[src/rtl/switch_in_buf.sv]
// switch_in_buf: switch ingress buffer.
// Byte-serial frames enter on data_in/sw_enable_in and pass through a hold register (HR)
// into a show-ahead FIFO. Each entry carries {data, sof, eof, err}. read_out gives
// almost-full backpressure; a full FIFO mid-frame sends the frame to an overflow state
// that truncates it and marks its terminator with err.
// Optional build macro SW_IN_ADDR_FILTER_EN: drop whole frames whose destination byte
// addresses a port >= NUM_PORTS.
module switch_in_buf #(
  parameter int unsigned DATA_W    = 8,
  parameter int unsigned DEPTH     = 16,
  parameter int unsigned NUM_PORTS = 4,
  parameter int unsigned AFULL     = DEPTH - 2,
  localparam int unsigned PW       = $clog2(NUM_PORTS),
  localparam int unsigned LW       = $clog2(DEPTH) + 1
) (
  input  logic              clk,
  input  logic              rst_n,
  input  logic [DATA_W-1:0] data_in,
  input  logic              sw_enable_in,
  output logic              read_out,
  output logic [DATA_W-1:0] out_data,
  output logic              out_valid,
  input  logic              out_ready,
  output logic              out_sof,
  output logic              out_eof,
  output logic              out_err,
  output logic [PW-1:0]     out_port,
  output logic [LW-1:0]     level,
  output logic [15:0]       drop_cnt
);

  localparam int unsigned AW = $clog2(DEPTH);
  localparam logic [LW-1:0] LvlOne   = LW'(1);
  localparam logic [LW-1:0] AfullLvl = LW'(AFULL);
  localparam logic [AW:0]   PtrOne   = (AW + 1)'(1);

  typedef struct packed {
    logic [DATA_W-1:0] data;
    logic              sof;
    logic              eof;
    logic              err;
  } entry_t;

  typedef enum logic [1:0] {StIdle, StRx, StOvf, StFlush} state_e;

  entry_t            mem [DEPTH];
  logic [AW:0]       wr_ptr_q, rd_ptr_q;
  logic [LW-1:0]     level_q, level_d;
  state_e            state_q, state_d;
  logic [DATA_W-1:0] hr_q, hr_d;
  logic              hr_sof_q, hr_sof_d;
  logic              err_q, err_d;
  logic              drop_q, drop_d;
  logic              cnt_inc;
  logic [15:0]       drop_cnt_q;
  logic              read_out_q;
  logic [PW-1:0]     port_q;
  logic              push, pop, full, empty, can_push, addr_bad;
  entry_t            push_entry, head;

  // Extra pointer MSB distinguishes full from empty when the index bits match.
  assign full     = (wr_ptr_q[AW] != rd_ptr_q[AW]) && (wr_ptr_q[AW-1:0] == rd_ptr_q[AW-1:0]);
  assign empty    = (wr_ptr_q == rd_ptr_q);
  assign pop      = !empty && out_ready;
  // A same-cycle pop frees the slot, so a push into a full FIFO is legal then.
  assign can_push = !full || pop;
  assign head     = mem[rd_ptr_q[AW-1:0]];

`ifdef SW_IN_ADDR_FILTER_EN
  assign addr_bad = |(data_in >> PW);
`else
  assign addr_bad = 1'b0;
`endif

  // Ingress FSM: HR management, FIFO write requests, drop tracking.
  always_comb begin
    state_d    = state_q;
    hr_d       = hr_q;
    hr_sof_d   = hr_sof_q;
    err_d      = err_q;
    drop_d     = drop_q;
    cnt_inc    = 1'b0;
    push       = 1'b0;
    push_entry = '{data: hr_q, sof: hr_sof_q, eof: 1'b0, err: 1'b0};

    // A dropped frame is counted when its envelope falls.
    if (drop_q && !sw_enable_in) begin
      drop_d  = 1'b0;
      cnt_inc = 1'b1;
    end

    unique case (state_q)
      StIdle: begin
        if (sw_enable_in && !drop_q) begin
          if (addr_bad) begin
            drop_d = 1'b1;
          end else begin
            hr_d     = data_in;
            hr_sof_d = 1'b1;
            err_d    = 1'b0;
            state_d  = StRx;
          end
        end
      end
      StRx: begin
        if (sw_enable_in) begin
          if (can_push) begin
            push     = 1'b1;
            hr_d     = data_in;
            hr_sof_d = 1'b0;
          end else begin
            state_d = StOvf;
          end
        end else if (can_push) begin
          push           = 1'b1;
          push_entry.eof = 1'b1;
          state_d        = StIdle;
        end else begin
          state_d = StFlush;
        end
      end
      StOvf: begin
        if (!sw_enable_in) begin
          err_d   = 1'b1;
          state_d = StFlush;
        end
      end
      StFlush: begin
        // A new frame cannot start while the terminator is still pending.
        if (sw_enable_in && !drop_q) drop_d = 1'b1;
        if (can_push) begin
          push           = 1'b1;
          push_entry.eof = 1'b1;
          push_entry.err = err_q;
          state_d        = StIdle;
        end
      end
      default: state_d = StIdle;
    endcase
  end

  // Occupancy next-state.
  always_comb begin
    level_d = level_q;
    if (push && !pop) begin
      level_d = level_q + LvlOne;
    end else if (!push && pop) begin
      level_d = level_q - LvlOne;
    end
  end

  // FIFO storage; contents need no reset since the pointers define validity.
  always_ff @(posedge clk) begin
    if (push) mem[wr_ptr_q[AW-1:0]] <= push_entry;
  end

  // State, pointers, counters and registered status outputs.
  always_ff @(posedge clk or negedge rst_n) begin
    if (!rst_n) begin
      state_q    <= StIdle;
      hr_q       <= '0;
      hr_sof_q   <= 1'b0;
      err_q      <= 1'b0;
      drop_q     <= 1'b0;
      wr_ptr_q   <= '0;
      rd_ptr_q   <= '0;
      level_q    <= '0;
      read_out_q <= 1'b0;
      drop_cnt_q <= '0;
      port_q     <= '0;
    end else begin
      state_q    <= state_d;
      hr_q       <= hr_d;
      hr_sof_q   <= hr_sof_d;
      err_q      <= err_d;
      drop_q     <= drop_d;
      level_q    <= level_d;
      read_out_q <= (level_d >= AfullLvl) || (state_d == StOvf) || (state_d == StFlush);
      if (push) wr_ptr_q <= wr_ptr_q + PtrOne;
      if (pop) begin
        rd_ptr_q <= rd_ptr_q + PtrOne;
        if (head.sof) port_q <= head.data[PW-1:0];
      end
      if (cnt_inc && (drop_cnt_q != 16'hFFFF)) drop_cnt_q <= drop_cnt_q + 16'd1;
    end
  end

  assign read_out  = read_out_q;
  assign level     = level_q;
  assign drop_cnt  = drop_cnt_q;
  assign out_valid = !empty;
  assign out_data  = empty ? '0 : head.data;
  assign out_sof   = !empty && head.sof;
  assign out_eof   = !empty && head.eof;
  assign out_err   = !empty && head.err;
  // Bypass the port while a start-of-frame sits at the head, else hold the last one.
  assign out_port  = (!empty && head.sof) ? head.data[PW-1:0] : port_q;

endmodule

[config.mk]
export PLATFORM = sky130hd
export DESIGN_NAME = switch_in_buf
export DESIGN_NICKNAME = d
export VERILOG_FILES = /design/src/rtl/switch_in_buf.sv
export SDC_FILE = /design/constraint.sdc
export NUM_CORES = 1
export LEC_CHECK = 0
export BUFFER_PORTS_ARGS = -buffer_cell sky130_fd_sc_hd__buf_4
export CAP_MARGIN = 20
export CORE_MARGIN = 8
export CORE_UTILIZATION = 60
export CTS_CLUSTER_SIZE = 25
export DETAILED_ROUTE_END_ITERATION = 7
export GPL_ROUTABILITY_DRIVEN = 0
export PLACE_DENSITY = 0.78
export SYNTH_ARGS = -nofsm -noshare
export SYNTH_HDL_FRONTEND = slang
export SYNTH_SLANG_ARGS = --single-unit
[constraint.sdc]
create_clock -name clk -period 8.1 [get_ports clk]
set_clock_uncertainty 0.2 [all_clocks]
set_input_delay 2.43 -clock clk [delete_from_list [all_inputs] [get_ports clk]]
set_output_delay 2.43 -clock clk [all_outputs]
set_load 0.01 [all_outputs]
==> reports/metrics.yaml, run 1 <==
cells_and_area:
  drive_above_1_share: 0.319
  multi_input_area_um2: 2450
  nNetsFinal: 569
  mostFrequentLayoutCell: "edfxtp_1"
  n_fill_cell: 921
  final_cell_mix: "edfxtp_1 (176), buf_4 (61), mux4_2 (53)"
  ff_latch_area_um2: 6460
  antenna_cells: 0
  final_util: 0.701
  area_growth_pct: 16.1
yosys:
  synthesis.nets: 498
  synth_ff_type: "edfxtp_1"
  synth.avg_cell_area_um2: 18.9
  ys_types: 47
  yosys.area.top_type: "edfxtp_1"
  synth_seq_area_share: 0.714
  synth-seq-cells: 223
  synth_area_leaders: "edfxtp_1 (58%), mux4_2 (13%), dfrtp_1 (13%)"
  synth_top_area_share: 0.584
  synthCells: 478
  synth_edf_count: 176
  ys_warn_count: 0
  ys_async_sr_fraction: 0.211
  netlist_area_um2: 9040
sta:
  slew_viol_final: 0
  setup_violations: 0
  finalHoldViolCount: 0
  holdWs_ns: 0.290
  slew_headroom: 0.354
  fin_tns_setup_ns: 0
  timing.fmax_mhz: 165
  rsz0062_at_grt: "false"
  finalCritPeriodShare: 0.750
  min_period_ns: 6.07
  tightest_slew_ns: 0.969
floorplanning:
  die_area_um2: 19300
  initial_core_util: 0.604
  die_w_um: 139
  rows: 45
  ios: 48
  core_region_area_um2: 15000
  die_h_um: 139
grt:
  grt_max_degree: 49
  overflow: 0
  grt_pass1_wl_um: 28400
  antenna_found_initial: 1
  grt_pass1_vias: 4842
  grt_use_total: 0.192
power:
  p_per_area_nw_per_um2: 376
  power_uw: 3950
  irDropWorstVdd_uv: 192
  p_leak_uw: 0.00373
worst_setup_path:
  required_ns: 5.47
  crit_fanout: 29
  crit_type: "flip-flop to output port"
  cp-end-kind: "output port"
  critical_path_arrival_ns: 3.44
  cp-start-kind: "flip-flop"
clock_tree:
  cts_hold_buf: 0
  cts_buffers: 22
  h-tree-depth: 1
  post_cts_resized: 0
  clk_pin_slew_worst_paths_ns: 0.06
  clock-sinks: 223
  clockBufferDepth: 3
  post_cts_buffers: 0
  cts_tree: "yes"
  insertion_delay_ns: 0.51
  cts_root_buf: "clkbuf_16"
routing:
  drc_errors: 0
  vias: 4649
  wl_um: 18500
  ant_nets: 0
  drt_first_pass_iters: 5
  vias_per_cell: 6.17
  wl_per_cell_um: 24.5
  drt_iter0_markers: 374
place:
  io_buffers: 47
  place_hpwl_um: 10900
run_status:
  status: "finished, final reports clean"
job:
  maxCapViolCount: 0
min_path:
  hold_class: "flip-flop to flip-flop"
## logic make-up after synthesis
kind of cell / Yosys count / synth area share
AOI/OAI and AO/OA: 25 / 0.0202
xor gates and xnor gates: 31 / 0.0308
adders and majority gates: 8 / 0.0111
buffers and inverters: 30 / 0.0151
DFF: 223 / 0.714
muxes: 71 / 0.154
and+or+nand+nor: 90 / 0.0546
## Yosys cell counts, drive strengths merged, types with 10 or more instances
cell,instances
buf,11
xor2,10
inv,11
dfrtp,47
mux2,14
and2,13
nor2,19
mux4,53
xnor2,21
nand2,18
edfxtp,176
## flip-flops by register name, indices dropped and copies added (netlist names)
name,flops
read_out,1
drop_q,1
rd_ptr_q,5
port_q,2
level,5
hr_sof_q,1
hr_q,8
state_q,2
err_q,1
drop_cnt,16
mem,176
wr_ptr_q,5
## where the power goes
group / switching, uW / internal, uW / leakage [uW] / total [uW]
Clock: 425 / 632 / 0.000383 / 1060
Combinational: 542 / 606 / 0.00118 / 1150
Sequential: 245 / 1500 / 0.00217 / 1750
Total: 1210 / 2740 / 0.00373 / 3950
## final cells by class
type                       count  area share
sequential                   223       0.616
multi-input combinational    225       0.233
clock buffer                  28      0.0647
timing repair buffer          66      0.0498
tap                          188      0.0224
clock inverter                12      0.0103
inverter                      11     0.00393
## critical path, stage by stage (launching register included)
cell	delay (ns)
dfrtp_2	1.00
xor2_2	0.18
nor4_4	0.41
and2_1	0.31
inv_1	0.32
nand2_1	0.22
mux2_2	0.35
buf_4	0.14
## through the flow
stage               setup WS [ns]  instances  area (um2)
CTS                          1.74        749       10400
global placement             2.44        708        9650
floorplan                    3.43        478        9040
global route                 1.79        753       10500
detailed placement           2.39        709        9660
finish                       2.03        753       10500
## layer usage
| layer | global-route usage | part of all wire | up-vias |
|---|---|---|---|
| met5 | 0 | 0.00070 | - |
| met4 | 0.0566 | 0.019 | 2 |
| met3 | 0.0324 | 0.066 | 29 |
| met2 | 0.318 | 0.50 | 209 |
| met1 | 0.259 | 0.42 | 2391 |
| li1 | - | - | 2018 |
## worst paths after layout
kind,startpoint,endpoint,slack (ns),depth (start not counted)
worst max-delay path,rd_ptr_q[0],out_port[1],2.03,7
worst min-delay path,wr_ptr_q[4],wr_ptr_q[4],0.29,1
worst max register to register,rd_ptr_q[0],mem[10][2],4.69,7
worst min register to register,wr_ptr_q[4],wr_ptr_q[4],0.29,1
max in group asynchronous,rst_n,rd_ptr_q[0],5.54,1
min in group asynchronous,rst_n,port_q[1],1.74,1
(Power assumes the default switching activity.)
==> run 2: changes to the inputs <==
Settings changed: ABC_AREA from default to 1.
Clock period 8.1 ns to 6 ns, I/O delays scaled along.
==> run 2 against run 1 <==
Effect of this change: first-iteration DRC count rose by 120%; core utilization down 0.055 points; worst hold slack improved by 0.020 ns; die area up 3.2%; cell area grew 1.8%; sequential power is 39% higher; synthesized area rose by 3.6%; register-to-register slack worse by 2.1 ns; largest power group unchanged; cell count up 42%; worst setup slack worse by 1.0 ns; critical path type unchanged.
==> reports/metrics.yaml, run 2 <==
grt:
  antenna_found_initial: 0  # was 1
  overflow: 0  # unchanged
  grt_max_degree: 92  # was 49
  grt_pass1_vias: 6154  # was 4,842
  grt_pass1_wl_um: 32900  # was 28,400 um
  grt_use_total: 0.209  # was 0.192
clock_tree:
  clk_pin_slew_worst_paths_ns: 0.07  # was 0.06 ns
  clockBufferDepth: 3  # unchanged
  h-tree-depth: 1  # unchanged
  cts_root_buf: "clkbuf_16"  # unchanged
  cts_tree: "yes"  # unchanged
  post_cts_buffers: 0  # unchanged
  post_cts_resized: 0  # unchanged
  cts_buffers: 22  # unchanged
  cts_hold_buf: 0  # unchanged
  clock-sinks: 223  # unchanged
  insertion_delay_ns: 0.50  # was 0.51 ns
yosys:
  yosysMostFrequentCell: "edfxtp_1"  # unchanged
  synth.avg_cell_area_um2: 11.8  # was 18.9 um2
  ys_types: 37  # was 47
  synth-seq-cells: 223  # unchanged
  synth_seq_area_share: 0.689  # was 0.714
  yosys.area.top_type: "edfxtp_1"  # unchanged
  synth_ff_type: "edfxtp_1"  # unchanged
  synthCells: 793  # was 478
  synth_area_leaders: "edfxtp_1 (56%), dfrtp_1 (13%), o21ai_0 (5.2%)"  # was edfxtp_1 (58%), mux4_2 (13%), dfrtp_1 (13%)
  netlist_area_um2: 9370  # was 9040 um2
  ys_async_sr_fraction: 0.211  # unchanged
  ys_warn_count: 0  # unchanged
  synthesis.nets: 813  # was 498
  synthTopCellsByCount: "edfxtp_1 (176), nor2_1 (122), nand2_1 (102)"  # was edfxtp_1 (176), mux4_2 (53), dfrtp_1 (47)
  synth_edf_count: 176  # unchanged
  synth_top_area_share: 0.564  # was 0.584
power:
  p_sw_frac: 0.379  # was 0.307
  p_clk_frac: 0.242  # was 0.268
  p_int_uw: 3650  # was 2740 uW
  p_leak_uw: 0.00404  # was 0.00373 uW
  irDropWorstVdd_uv: 378  # was 192 uV
  p_per_area_nw_per_um2: 549  # was 376 nW/um2
  p_seq_frac: 0.414  # was 0.442
  p_sw_uw: 2230  # was 1210 uW
  comb_power_share: 0.344  # was 0.290
worst_setup_path:
  r2r_end: "mem[13][10]"  # was mem[10][2]
  crit_chain: "buf_4, nand2_1, nand2_1, nor2_4, nand3_4, clkinv_1, a31oi_1, buf_4"  # was xor2_2, nor4_4, and2_1, inv_1, nand2_1, mux2_2, buf_4
  critical_path_arrival_ns: 2.99  # was 3.44 ns
  required_ns: 4.00  # was 5.47 ns
  r2r-start: "rd_ptr_q[0]"  # unchanged
  r2r_cells: 9  # was 7
  cp-end-kind: "output port"  # unchanged
  rrSetupSlack_ns: 2.63  # was 4.69 ns
  crit_fanout: 91  # was 29
  cp-start-kind: "flip-flop"  # unchanged
  crit_type: "flip-flop to output port"  # unchanged
  slowest_stage: "buf_4"  # was dfrtp_2
  slowest_delay_ns: 0.68  # was 1.00 ns
sta:
  rsz0062_at_grt: "false"  # unchanged
  setup_violations: 0  # unchanged
  finalCritPeriodShare: 0.832
  fin_tns_setup_ns: 0  # unchanged
  slew_headroom: 0.261  # was 0.354
  min_period_ns: 4.99
  tightest_slew_ns: 1.10  # was 0.969 ns
  slew_viol_final: 0  # unchanged
  finalHoldViolCount: 0  # unchanged
  timing.fmax_mhz: 200
routing:
  top_layer: "met4"  # was met5
  met1_length_um: 8710  # was 7710 um
  drt_iter0_markers: 814  # was 374
  vias: 6401  # was 4,649
  wl_um: 21100  # was 18,500 um
  vias_per_cell: 6.00  # was 6.17
  ant_nets: 0  # unchanged
  wl_met3_um: 1630  # was 1210 um
  drc_errors: 0  # unchanged
  wl_per_cell_um: 19.8  # was 24.5 um
  dr_wl_met2_um: 10300  # was 9200 um
  drt_first_pass_iters: 5  # unchanged
cells_and_area:
  final_util: 0.700  # was 0.701
  final_cell_mix: "edfxtp_1 (176), nor2_1 (122), nand2_1 (102)"  # was edfxtp_1 (176), buf_4 (61), mux4_2 (53)
  nNetsFinal: 860  # was 569
  largest_reg_flops: 176  # unchanged
  area_growth_pct: 14.0  # was 16.1%
  drive_above_1_share: 0.147  # was 0.319
  mostFrequentLayoutCell: "edfxtp_1"  # unchanged
  antenna_cells: 0  # unchanged
  n_fill_cell: 1001  # was 921
floorplanning:
  initial_core_util: 0.614  # was 0.604
  die_h_um: 141  # was 139 um
  rows: 45  # unchanged
  core_region_area_um2: 15300  # was 15,000 um2
  die_w_um: 141  # was 139 um
  ios: 48  # unchanged
  die_area_um2: 19900  # was 19,300 um2
min_path:
  min_path_cells: 2  # was 1
  hold_class: "flip-flop to flip-flop"  # unchanged
  worstHoldStart: "port_q[0]"  # was wr_ptr_q[4]
  whs_endpoint: "port_q[0]"  # was wr_ptr_q[4]
run_status:
  status: "finished, final reports clean"  # unchanged
job:
  maxCapViolCount: 0  # unchanged
place:
  io_buffers: 47  # unchanged
  place_hpwl_um: 13100  # was 10,900 um
==> run 2: cell types whose count changed in the layout (fill, tap and decap cells not counted), sizes merged, moves of 14 or more <==
cell	before	now
o21ai	3	106
mux4	53	0
inv	12	48
xnor2	21	5
nor2	19	126
mux2	14	0
o221ai	1	20
nand3	8	34
nand2	18	111
o22ai	2	20
==> run 2: cell type report <==
type                            instances  area (um2)  share of cell area
Sequential cell                       223        6460               0.605
Multi-Input combinational cell        484        2540               0.237
Clock buffer                           25         603              0.0564
Timing Repair Buffer                   60         465              0.0436
Tap cell                              211         264              0.0247
Inverter                               49         191              0.0179
Clock inverter                         15         163              0.0152
==> run 2: per-layer routing <==
layer,up-vias,global-route usage
li1,2897,-
met2,353,0.346
met3,40,0.0300
met4,0,0.0741
met1,3111,0.277
met5,-,0
==> run 2: worst max-delay path by stage <==
stage / startpoint / slack, ns / depth (start not counted) / endpoint
final: rd_ptr_q[0] / 1.01 / 8 / out_err
after global routing: rd_ptr_q[0] / 0.89 / 8 / out_err
after CTS: rd_ptr_q[0] / 1.02 / 8 / out_err
after detailed placement: rd_ptr_q[0] / 1.57 / 8 / out_err
after global placement: rd_ptr_q[0] / 1.65 / 8 / out_err
after floorplan: out_ready / 2.41 / 8 / mem[12][0]
==> run 2: power groups by stage <==
stage	Combinational (uW)	Sequential [uW]	Clock (uW)
global placement	1880	2430	0
floorplan	1360	2340	0
global route	2200	2460	1490
CTS	1990	2420	1430
finish	2020	2430	1420
detailed placement	1970	2450	0
==> run 2: cell families after synthesis <==
logic type,share of synthesized area
AO/OA/AOI/OAI,0.102
XOR/XNOR,0.0243
buffers and inverters,0.0398
flip-flops,0.689
adder cells (fa/ha/maj),0.0107
AND/OR/NAND/NOR,0.133
==> run 2: worst max-delay path: cells and delay by family (launching register included) <==
kind | cells | cell delay (ns)
AOI/OAI and AO/OA | 1 | 0.39
DFF | 1 | 0.39
buffers and inverters | 3 | 1.20
and+or+nand+nor | 4 | 0.49
==> run 2: stage by stage <==
stage / setup slack (ns) / total power (uW) / cells / hold WS [ns] / area [um2]
2_1_floorplan: 2.41 / 3700 / 793 / 0.249 / 9370
3_3_place_gp: 1.65 / 4310 / 1016 / 0.265 / 9820
3_5_place_dp: 1.57 / 4420 / 1019 / 0.281 / 9850
4_1_cts: 1.02 / 5850 / 1059 / 0.304 / 10600
5_1_grt: 0.894 / 6160 / 1067 / 0.320 / 10700
6_report: 1.01 / 5870 / 1067 / 0.310 / 10700
